**src/rtl/muldiv_pkg.sv**
```systemverilog
`default_nettype none
// +----------------------------------------------------------------------+
// | Module      : muldiv_pkg                                             |
// | Description : Shared definitions for the iterative mul/div unit:     |
// |               ALU operation codes, FSM state encoding and the        |
// |               most-negative-value helper.                            |
// | Revision    : 1.0 - initial release                                  |
// +----------------------------------------------------------------------+
package muldiv_pkg;

    // M-extension operation codes on the alucode bus
    localparam logic [5:0] ALU_MUL    = 6'h10;
    localparam logic [5:0] ALU_MULH   = 6'h11;
    localparam logic [5:0] ALU_MULHSU = 6'h12;
    localparam logic [5:0] ALU_MULHU  = 6'h13;
    localparam logic [5:0] ALU_DIV    = 6'h14;
    localparam logic [5:0] ALU_DIVU   = 6'h15;
    localparam logic [5:0] ALU_REM    = 6'h16;
    localparam logic [5:0] ALU_REMU   = 6'h17;

    typedef enum logic [2:0] {
        IDLE = 3'd0,
        PREP = 3'd1,
        CALC = 3'd2,
        FIX  = 3'd3,
        DONE = 3'd4
    } state_e;

    // Most negative two's-complement value for a given width (1 << (xlen-1))
    function automatic logic [63:0] xlen_min(input int xlen);
        return 64'd1 << (xlen - 1);
    endfunction

endpackage
`default_nettype wire

```
**src/rtl/muldiv_step.sv**
```systemverilog
`default_nettype none
// +----------------------------------------------------------------------+
// | Module      : muldiv_step                                            |
// | Description : One radix-2 iteration. Multiply: add shifted           |
// |               multiplicand when the current multiplier LSB is set.   |
// |               Divide: restoring trial subtract, one quotient bit.    |
// | Revision    : 1.0 - initial release                                  |
// +----------------------------------------------------------------------+
module muldiv_step #(
    parameter int XLEN = 32
) (
    input  logic              i_is_div,
    input  logic [2*XLEN-1:0] i_acc,
    input  logic [2*XLEN-1:0] i_mcand,
    input  logic [XLEN-1:0]   i_b,
    input  logic [XLEN-1:0]   i_rem,
    input  logic [XLEN-1:0]   i_dvsr,
    output logic [2*XLEN-1:0] o_acc,
    output logic [2*XLEN-1:0] o_mcand,
    output logic [XLEN-1:0]   o_b,
    output logic [XLEN-1:0]   o_rem
);

    logic [XLEN:0]   w_rem_sh;
    logic [XLEN-1:0] w_sub;
    logic            w_ge;

    // Single iteration; i_b is the multiplier (mul) or dividend/quotient (div)
    always_comb begin
        w_rem_sh = {i_rem, i_b[XLEN-1]};
        w_ge     = (w_rem_sh >= {1'b0, i_dvsr});
        // Only used when w_ge, where the true difference fits in XLEN bits
        w_sub    = w_rem_sh[XLEN-1:0] - i_dvsr;
        o_acc    = i_acc;
        o_mcand  = i_mcand;
        o_b      = i_b;
        o_rem    = i_rem;
        if (i_is_div) begin
            o_rem = w_ge ? w_sub : w_rem_sh[XLEN-1:0];
            o_b   = {i_b[XLEN-2:0], w_ge};
        end else begin
            if (i_b[0]) begin
                o_acc = i_acc + i_mcand;
            end
            o_mcand = {i_mcand[2*XLEN-2:0], 1'b0};
            o_b     = {1'b0, i_b[XLEN-1:1]};
        end
    end

endmodule
`default_nettype wire

```
**src/rtl/muldiv_unit.sv**
```systemverilog
`default_nettype none
// +----------------------------------------------------------------------+
// | Module      : muldiv_unit                                            |
// | Description : Iterative RV32M/RV64M multiply/divide unit with        |
// |               valid/ready handshakes, kill, back-pressure and        |
// |               single-cycle special cases.                            |
// |               Optional macro MULDIV_EARLY_OUT_EN: CALC terminates    |
// |               early (mul: multiplier exhausted; div: leading zeros   |
// |               of |op1| skipped up front).                            |
// | Revision    : 1.0 - initial release                                  |
// +----------------------------------------------------------------------+
module muldiv_unit
    import muldiv_pkg::*;
#(
    parameter int XLEN      = 32,
    parameter int ALUCODE_W = 6
) (
    input  logic                 clk,
    input  logic                 rst,
    input  logic                 kill,
    input  logic                 req_valid,
    output logic                 req_ready,
    input  logic [ALUCODE_W-1:0] alucode,
    input  logic [XLEN-1:0]      op1,
    input  logic [XLEN-1:0]      op2,
    output logic                 resp_valid,
    input  logic                 resp_ready,
    output logic [XLEN-1:0]      result,
    output logic                 busy
);

    localparam int                   CW         = $clog2(XLEN) + 1;
    localparam logic [CW-1:0]        c_last     = CW'(XLEN - 1);
    localparam logic [XLEN-1:0]      c_min      = XLEN'(xlen_min(XLEN));
    localparam logic [XLEN-1:0]      c_ones     = '1;
    localparam logic [ALUCODE_W-1:0] c_mul      = ALUCODE_W'(ALU_MUL);
    localparam logic [ALUCODE_W-1:0] c_mulh     = ALUCODE_W'(ALU_MULH);
    localparam logic [ALUCODE_W-1:0] c_mulhsu   = ALUCODE_W'(ALU_MULHSU);
    localparam logic [ALUCODE_W-1:0] c_mulhu    = ALUCODE_W'(ALU_MULHU);
    localparam logic [ALUCODE_W-1:0] c_div      = ALUCODE_W'(ALU_DIV);
    localparam logic [ALUCODE_W-1:0] c_divu     = ALUCODE_W'(ALU_DIVU);
    localparam logic [ALUCODE_W-1:0] c_rem      = ALUCODE_W'(ALU_REM);
    localparam logic [ALUCODE_W-1:0] c_remu     = ALUCODE_W'(ALU_REMU);

    state_e                r_state, w_state_nxt;
    logic [ALUCODE_W-1:0]  r_code;
    logic [XLEN-1:0]       r_op1, r_op2, r_b, r_rem, r_dvsr, r_result;
    logic [2*XLEN-1:0]     r_acc, r_mcand;
    logic [CW-1:0]         r_cnt;
    logic                  r_neg, r_neg_rem;

    logic                  w_is_div, w_sgn_a, w_sgn_b, w_neg_a, w_neg_b;
    logic [XLEN-1:0]       w_abs_a, w_abs_b, w_quo, w_remv, w_fix;
    logic [2*XLEN-1:0]     w_prod, w_acc_nxt, w_mcand_nxt;
    logic [XLEN-1:0]       w_b_nxt, w_rem_nxt;
    logic [CW-1:0]         w_skip;
    logic                  w_calc_last, w_special;
    logic [XLEN-1:0]       w_spec_res;

    assign req_ready  = (r_state == IDLE);
    assign busy       = (r_state != IDLE);
    assign resp_valid = (r_state == DONE);
    assign result     = r_result;

`ifdef MULDIV_EARLY_OUT_EN
    // Leading-zero count capped at XLEN-1 so CALC always runs at least one step
    function automatic logic [CW-1:0] f_lzc(input logic [XLEN-1:0] v);
        logic [CW-1:0] n;
        n = CW'(XLEN - 1);
        for (int i = 0; i < XLEN; i++) begin
            if (v[i]) n = CW'(XLEN - 1 - i);
        end
        return n;
    endfunction
`endif

    // Operand signedness of the latched operation
    always_comb begin
        w_is_div = 1'b0;
        w_sgn_a  = 1'b0;
        w_sgn_b  = 1'b0;
        case (r_code)
            c_mulh:         begin w_sgn_a = 1'b1; w_sgn_b = 1'b1; end
            c_mulhsu:       w_sgn_a = 1'b1;
            c_div, c_rem:   begin w_is_div = 1'b1; w_sgn_a = 1'b1; w_sgn_b = 1'b1; end
            c_divu, c_remu: w_is_div = 1'b1;
            default:        ;
        endcase
    end

    assign w_neg_a = w_sgn_a & r_op1[XLEN-1];
    assign w_neg_b = w_sgn_b & r_op2[XLEN-1];
    assign w_abs_a = w_neg_a ? -r_op1 : r_op1;
    assign w_abs_b = w_neg_b ? -r_op2 : r_op2;

`ifdef MULDIV_EARLY_OUT_EN
    assign w_skip = w_is_div ? f_lzc(w_abs_a) : '0;
`else
    assign w_skip = '0;
`endif

    muldiv_step #(.XLEN(XLEN)) u_step (
        .i_is_div (w_is_div),
        .i_acc    (r_acc),
        .i_mcand  (r_mcand),
        .i_b      (r_b),
        .i_rem    (r_rem),
        .i_dvsr   (r_dvsr),
        .o_acc    (w_acc_nxt),
        .o_mcand  (w_mcand_nxt),
        .o_b      (w_b_nxt),
        .o_rem    (w_rem_nxt)
    );

`ifdef MULDIV_EARLY_OUT_EN
    assign w_calc_last = (r_cnt == c_last) || (!w_is_div && (w_b_nxt == '0));
`else
    assign w_calc_last = (r_cnt == c_last);
`endif

    // Requests resolvable without iterating: divide by zero, signed overflow, unknown code
    always_comb begin
        w_special  = 1'b0;
        w_spec_res = '0;
        case (alucode)
            c_mul, c_mulh, c_mulhsu, c_mulhu: ;
            c_div: begin
                if (op2 == '0) begin
                    w_special = 1'b1; w_spec_res = c_ones;
                end else if (op1 == c_min && op2 == c_ones) begin
                    w_special = 1'b1; w_spec_res = c_min;
                end
            end
            c_divu: if (op2 == '0) begin w_special = 1'b1; w_spec_res = c_ones; end
            c_rem: begin
                if (op2 == '0) begin
                    w_special = 1'b1; w_spec_res = op1;
                end else if (op1 == c_min && op2 == c_ones) begin
                    w_special = 1'b1;
                end
            end
            c_remu: if (op2 == '0) begin w_special = 1'b1; w_spec_res = op1; end
            default: w_special = 1'b1;
        endcase
    end

    // Sign correction and result selection applied in FIX
    always_comb begin
        w_prod = r_neg ? -r_acc : r_acc;
        w_quo  = r_neg ? -r_b : r_b;
        w_remv = r_neg_rem ? -r_rem : r_rem;
        case (r_code)
            c_mul:                     w_fix = w_prod[XLEN-1:0];
            c_mulh, c_mulhsu, c_mulhu: w_fix = w_prod[2*XLEN-1:XLEN];
            c_div, c_divu:             w_fix = w_quo;
            c_rem, c_remu:             w_fix = w_remv;
            default:                   w_fix = '0;
        endcase
    end

    // State register
    always_ff @(posedge clk or posedge rst) begin
        if (rst) r_state <= IDLE;
        else     r_state <= w_state_nxt;
    end

    // Next-state logic; kill forces IDLE from any state
    always_comb begin
        w_state_nxt = r_state;
        case (r_state)
            IDLE:    if (req_valid) w_state_nxt = w_special ? DONE : PREP;
            PREP:    w_state_nxt = CALC;
            CALC:    if (w_calc_last) w_state_nxt = FIX;
            FIX:     w_state_nxt = DONE;
            DONE:    if (resp_ready) w_state_nxt = IDLE;
            default: w_state_nxt = IDLE;
        endcase
        if (kill) w_state_nxt = IDLE;
    end

    // Operand capture, iteration datapath and result register
    always_ff @(posedge clk or posedge rst) begin
        if (rst) begin
            r_code    <= '0;
            r_op1     <= '0;
            r_op2     <= '0;
            r_acc     <= '0;
            r_mcand   <= '0;
            r_b       <= '0;
            r_rem     <= '0;
            r_dvsr    <= '0;
            r_cnt     <= '0;
            r_neg     <= 1'b0;
            r_neg_rem <= 1'b0;
            r_result  <= '0;
        end else if (!kill) begin
            case (r_state)
                IDLE: begin
                    if (req_valid) begin
                        r_code <= alucode;
                        r_op1  <= op1;
                        r_op2  <= op2;
                        if (w_special) r_result <= w_spec_res;
                    end
                end
                PREP: begin
                    r_acc     <= '0;
                    r_mcand   <= {{XLEN{1'b0}}, w_abs_a};
                    r_b       <= w_is_div ? (w_abs_a << w_skip) : w_abs_b;
                    r_rem     <= '0;
                    r_dvsr    <= w_abs_b;
                    r_cnt     <= w_skip;
                    r_neg     <= w_neg_a ^ w_neg_b;
                    r_neg_rem <= w_neg_a;
                end
                CALC: begin
                    r_acc   <= w_acc_nxt;
                    r_mcand <= w_mcand_nxt;
                    r_b     <= w_b_nxt;
                    r_rem   <= w_rem_nxt;
                    r_cnt   <= r_cnt + CW'(1);
                end
                FIX:     r_result <= w_fix;
                default: ;
            endcase
        end
    end

endmodule
`default_nettype wire

```
**config.mk**
```make
export PLATFORM = sky130hd
export DESIGN_NAME = muldiv_unit
export DESIGN_NICKNAME = d
export VERILOG_FILES = /design/src/rtl/muldiv_pkg.sv /design/src/rtl/muldiv_step.sv /design/src/rtl/muldiv_unit.sv
export SDC_FILE = /design/constraint.sdc
export NUM_CORES = 1
export LEC_CHECK = 0
export BUFFER_PORTS_ARGS = -buffer_cell sky130_fd_sc_hd__buf_2
export CORE_MARGIN = 8
export CORE_UTILIZATION = 65
export DETAILED_ROUTE_END_ITERATION = 8
export PLACE_DENSITY_LB_ADDON = 0.08
export RECOVER_POWER = 25
export SLEW_MARGIN = 20
export SYNTH_ARGS = -nofsm -noshare
export SYNTH_HDL_FRONTEND = slang
export SYNTH_HIERARCHICAL = 1
export SYNTH_SLANG_ARGS = --single-unit
```
**constraint.sdc**
```tcl
create_clock -name clk -period 29.2 [get_ports clk]
set_clock_uncertainty 0.2 [all_clocks]
set_input_delay 2.92 -clock clk [delete_from_list [all_inputs] [get_ports clk]]
set_output_delay 2.92 -clock clk [all_outputs]
set_load 0.05 [all_outputs]
```
After elaboration in Yosys (flattened, before gate mapping)
Cells that the tools add are included.
- bits in latches: 0
- bits in read-only memories: 0
- memories: 0
- register bits after elaboration: 337
- RAM bits: 0
- logic and storage cells: 120
- multipliers: 0
- magnitude comparators: 1
- eq/ne operators: 31
- multiplexer cells: 39
- $add $sub $neg: 8
- reductions and logical operators: 24
- div/mod/pow operators: 0
- shift operators: 0
- bitwise operators: 4
- operators by type and width (operator ; count):
    $mux W32 ; 14
    $mux W64 ; 4
    $pmux W64 S2 ; 2
    $pmux W32 S2 ; 3
    $neg A32 Y32 ; 4
    $pmux W32 S4 ; 1
    $eq A6 B5 Y1 const B ; 17
    $pmux W32 S3 ; 1
    $add A64 B64 Y64 ; 1
    $eq A32 B32 Y1 const B ; 2
    $neg A64 Y64 ; 1
    $ge A33 B32 Y1 ; 1
    $logic_not A32 Y1 ; 1
    $sub A32 B32 Y32 ; 1
    $mux W3 ; 5
    $pmux W3 S5 ; 1
    $pmux W6 S2 ; 1
    $reduce_and A3 Y1 ; 4
    $reduce_or A4 Y1 ; 3
    $reduce_or A2 Y1 ; 5
    $ne A2 B2 Y1 const B ; 4
    $reduce_and A4 Y1 ; 2
    $add A6 B1 Y6 const B ; 1
    $eq A3 B2 Y1 const B ; 2
    other kinds (16) ; 26

Depth between registers and ports, before layout
- depth in word-level cells: 9
- mapped depth: 16
- mapped depth without buffers: 16

Hierarchy
The synthesis kept the hierarchy.
- by module, submodules not included (module ; instances ; area each (sq um) ; cells each):
    muldiv_unit ; 1 ; 18567.8 ; 1920
    muldiv_step ; 1 ; 8025.2 ; 1215

Worst setup path before layout
Ideal clock, no wire load.
- path type: input-to-reg
- from: input port op2[17]
- to: register r_result[12], in the netlist result[12]
- data arrival time: 5.115 ns
- setup time: 0.133 ns
- path slack: 23.751 ns
- stages on the path: 10
- path buffers: 2
- cell sequence: nand4_1 -> or4_1 -> nor4_1 -> a31o_2 -> a31oi_1 -> nor3_1 -> clkbuf_1 -> buf_2 -> mux2i_1 -> o21ai_0
- longest elaborated chain between the ends: 7
- elaborated cells between the ends (all ways): 16
- ends and longest elaborated chain (element ; line ; text):
    start, declared ; muldiv_unit.sv:25 ; input logic [XLEN-1:0] op2,
    $eq A32 B32 Y1 ; muldiv_unit.sv:130, muldiv_unit.sv:138 ;
    $logic_and A1 B1 Y1 ; muldiv_unit.sv:130, muldiv_unit.sv:138 ;
    $mux W1 ; muldiv_unit.sv:130, muldiv_unit.sv:138 ;
    $mux W1 ; muldiv_unit.sv:136 ; if (op2 == '0) begin
    $pmux W1 S3 ; muldiv_unit.sv:125 ; case (alucode)
    $ne A2 B1 Y1 (no source line) ; -- ;
    $reduce_and A4 Y1 (no source line) ; -- ;
    end signal, assigned ; muldiv_unit.sv:203 ; if (w_special) r_result <= w_spec_res;
    end signal, assigned ; muldiv_unit.sv:223 ; FIX: r_result <= w_fix;
    end, declared ; muldiv_unit.sv:47 ; logic [XLEN-1:0] r_op1, r_op2, r_b, r_rem, r_dvsr, r_result;
Parallel ways exist; a longest one is shown, timed or not. The select of a mux whose other input is x is not followed.
A chain may end at the register's enable or synchronous reset.

Worst setup path after layout
- from: input port kill
- to: register r_acc[48]
- longest elaborated chain between the ends: 2
- ends and longest elaborated chain (element ; line ; text):
    start, declared ; muldiv_unit.sv:20 ; input logic kill,
    $not A1 Y1 (no source line) ; -- ;
    $reduce_and A4 Y1 (no source line) ; -- ;
    end signal, assigned ; muldiv_unit.sv:217 ; r_acc <= w_acc_nxt;
    end, declared ; muldiv_unit.sv:48 ; logic [2*XLEN-1:0] r_acc, r_mcand;
Every way passes these cells.

==> impl_metrics.csv <==
group,metric,value,unit
pwr,total_power,2.20,mW
die,core,40600,um2
setup_path,crit_chain,"clkbuf_1, nor3_1, clkbuf_1, buf_4, nand2_1, o21ai_0",
setup_path,path_common_cell,"clkbuf_1",
timing,fmax,133,MHz
logic_synthesis,synth_edf_count,0,
route,drt_first_pass_iters,9,
setup_path,crit_arrival,7800,ps
setup_path,cp_max_fo,83,
timing,slew_headroom,-203,%
route,detail_route.wl_per_cell,26.0,um
final_layout,nFillCells,3147,
timing,final.setup.worst_slack,21700,ps
cts,path_clk_slew,60,ps
die,die_w,218,um
flow_run,drv_cap,3,
setup_path,max_stage_delay,2930,ps
logic_synthesis,yosys_warnings,6,
setup_path,critPathLaunchType,"input port",
die,die_height,218,um
placed_design,numPortBuffers,109,
final_layout,fin_nets,3291,
die,design.die.area,47600,um2
timing,timing.hold.ws,285,ps
cts,post-cts-setup-buffers,0,
grt,grt_pass1_vias,24700,
cts,clockBufferDepth,3,
timing,fin_crit_sh,25.7,%
timing,drv_slew,258,
final_layout,multi_input_area,17100,um2
cts,cts_resized,0,
cts,clock_sinks,337,
final_layout,layout_commonest_cell,"nand2_1",
placed_design,dp_slack,23090,ps
timing,final_hold_viol_count,0,
route,wl,95.7,mm
pwr,pwr_density_cell,76.5,nW/um2
die,rows,74,
logic_synthesis,avgSynthCellArea,8.48,um2
grt,grt_pass1_wl,146,mm
final_layout,seq_area,8430,um2
logic_synthesis,ys_async_sr_fraction,100,%
timing,setup_viol_count_final,0,
route,vias,26400,
pwr,intPower,1.25,mW
placed_design,post-dp-hpwl,70.2,mm
setup_path,critPathCaptureType,"flop",
cts,clkLatencyLatePin,600,ps
final_layout,mostFrequentLayoutCells,"nand2_1, dfrtp_1, o21ai_0",
pwr,p_seq_share,30.6,%
route,drtIter0Drc,3929,
final_layout,area_growth,8.33,%
setup_path,cp_slowest_cell,"clkbuf_1",
status,violations,"capacitance limit, slew limit",
die,ioPinCount,110,
logic_synthesis,synth-seq-cells,337,
cts,h-tree-depth,2,
logic_synthesis,ys_seq_area_share,31.7,%
pwr,vdd_drop_max,0.0541,mV
status,status,"complete, but fails checks",
timing,min_period,7500,ps
cts,cts_hold_buf,0,
logic_synthesis,synth_cell_types,95,
final_layout,utilization,70.9,%
timing,rsz0062_at_grt,"no",
route,vias_per_cell,7.17,
timing,worstMarginPinSlew,4550,ps
placed_design,gp_congestion,1.03,
route,antenna_left,0,
final_layout,layout-drive-gt1-share,13.8,%
grt,grt_overflow,0,
logic_synthesis,synth.area.top_cells,"dfrtp_1, mux2_2, o21ai_0",
pwr,switching_power,956,uW
pwr,leakage,12.9,nW
logic_synthesis,yosysTopAreaCellShare,31.7,%
grt,track_usage,38.9,%
cts,cts_buffers,42,
setup_path,worstSetupPathType,"input port to flop",
pwr,power_frac_clock,26.7,%
logic_synthesis,ys.flop_type,"dfrtp_1",
worst_hold_path,hp-class,"flop to flop",
setup_path,critical_path_required,29490,ps
pwr,p_sw_share,43.4,%
grt,antenna_found_initial,6,
logic_synthesis,yosys.area.top_type,"dfrtp_1",
die,floorplan.initialDensity,65.4,%
logic_synthesis,synth_cells,3135,
cts,clock-root-buffer,"clkbuf_16",
logic_synthesis,syn_area,26600,um2
pwr,comb_power_share,42.7,%
timing,tns,0,ps
grt,grt_max_degree,174,
route,drc_errors,0,
cts,cts_tree,"built",
logic_synthesis,synth_nets,3313,
## stage by stage
step | cell area [um2] | std cells
after floorplan | 26600 | 3135
after global placement | 27300 | 3601
after detailed placement | 27300 | 3601
after CTS | 28800 | 3679
after global routing | 28800 | 3679
final | 28800 | 3680
## synthesized netlist by cell type (49+ instances only)
cell	instances
nand2_1	341
dfrtp_1	337
o21ai_0	279
nor2_1	195
a21oi_1	182
clkbuf_1	172
mux2_2	166
xnor2_1	132
a22o_1	119
xor2_1	111
ha_1	101
inv_1	98
a21o_1	62
o31ai_1	55
nand3_1	51
a31oi_1	49
nor3_1	49
## area by class of cell
class / instances / share of cell area (%)
Antenna cell: 1 / 0.00869
Clock buffer: 46 / 3.81
Clock inverter: 32 / 1.55
Inverter: 100 / 1.32
Multi-Input combinational cell: 2499 / 59.2
Sequential cell: 337 / 29.3
Tap cell: 532 / 2.31
Timing Repair Buffer: 133 / 2.53
## worst max-delay path: cells and delay by family
family / cells / cell delay [ps]
compound gates: 1 / 120
buf+inv: 3 / 4160
simple gates: 2 / 490
## state kept, by name, summed over array words and instances (netlist names)
register   count
r_mcand       64
r_code         6
r_rem         32
r_neg_rem      1
result        32
r_cnt          6
r_op2         32
r_acc         64
r_dvsr        32
r_op1         32
r_b           32
r_state        3
r_neg          1
## cell families (layout without fill, tap and decap cells)
logic type                 after synthesis  after routing  share of synthesized area [%]
DFF                                    337            337                           31.7
muxes                                  198            198                           8.25
adders and majority gates              103            103                           4.90
AOI/OAI and AO/OA                     1027           1027                           25.8
buffers and inverters                  299            311                           4.35
and+or+nand+nor                        928            928                           17.0
other                                    0              1                              0
xor gates and xnor gates               243            243                           8.00
## final timing paths
kind                       depth (start not counted)          to        from  slack, ps
setup / recovery                                   6   r_acc[48]        kill      21700
max in group asynchronous                          4  r_dvsr[29]         rst      22380
setup reg to reg                                   6   r_acc[48]  r_state[1]      23310
min in group asynchronous                          2    r_acc[9]         rst       3440
hold reg to reg                                    2   r_dvsr[9]   r_dvsr[9]        290
hold / removal                                     2   r_dvsr[9]   r_dvsr[9]        290
## power groups by stage
| stage | Clock [mW] | Combinational, mW | Sequential [mW] |
|---|---|---|---|
| global route | 0.610 | 1.01 | 0.681 |
| floorplan | 0 | 0.659 | 0.632 |
| finish | 0.588 | 0.941 | 0.675 |
| detailed placement | 0 | 0.899 | 0.674 |
| CTS | 0.589 | 0.908 | 0.666 |
| global placement | 0 | 0.879 | 0.669 |
## metal layers
layer  part of all wire (%)  up-vias  track usage [%]
li1                       -    11600                -
met1                     40    12800             53.1
met2                     43     1656             57.5
met3                     12      323             10.5
met4                    4.8       10             16.8
met5                  0.067        -                0
No activity file was read; power rests on OpenSTA's default activity.
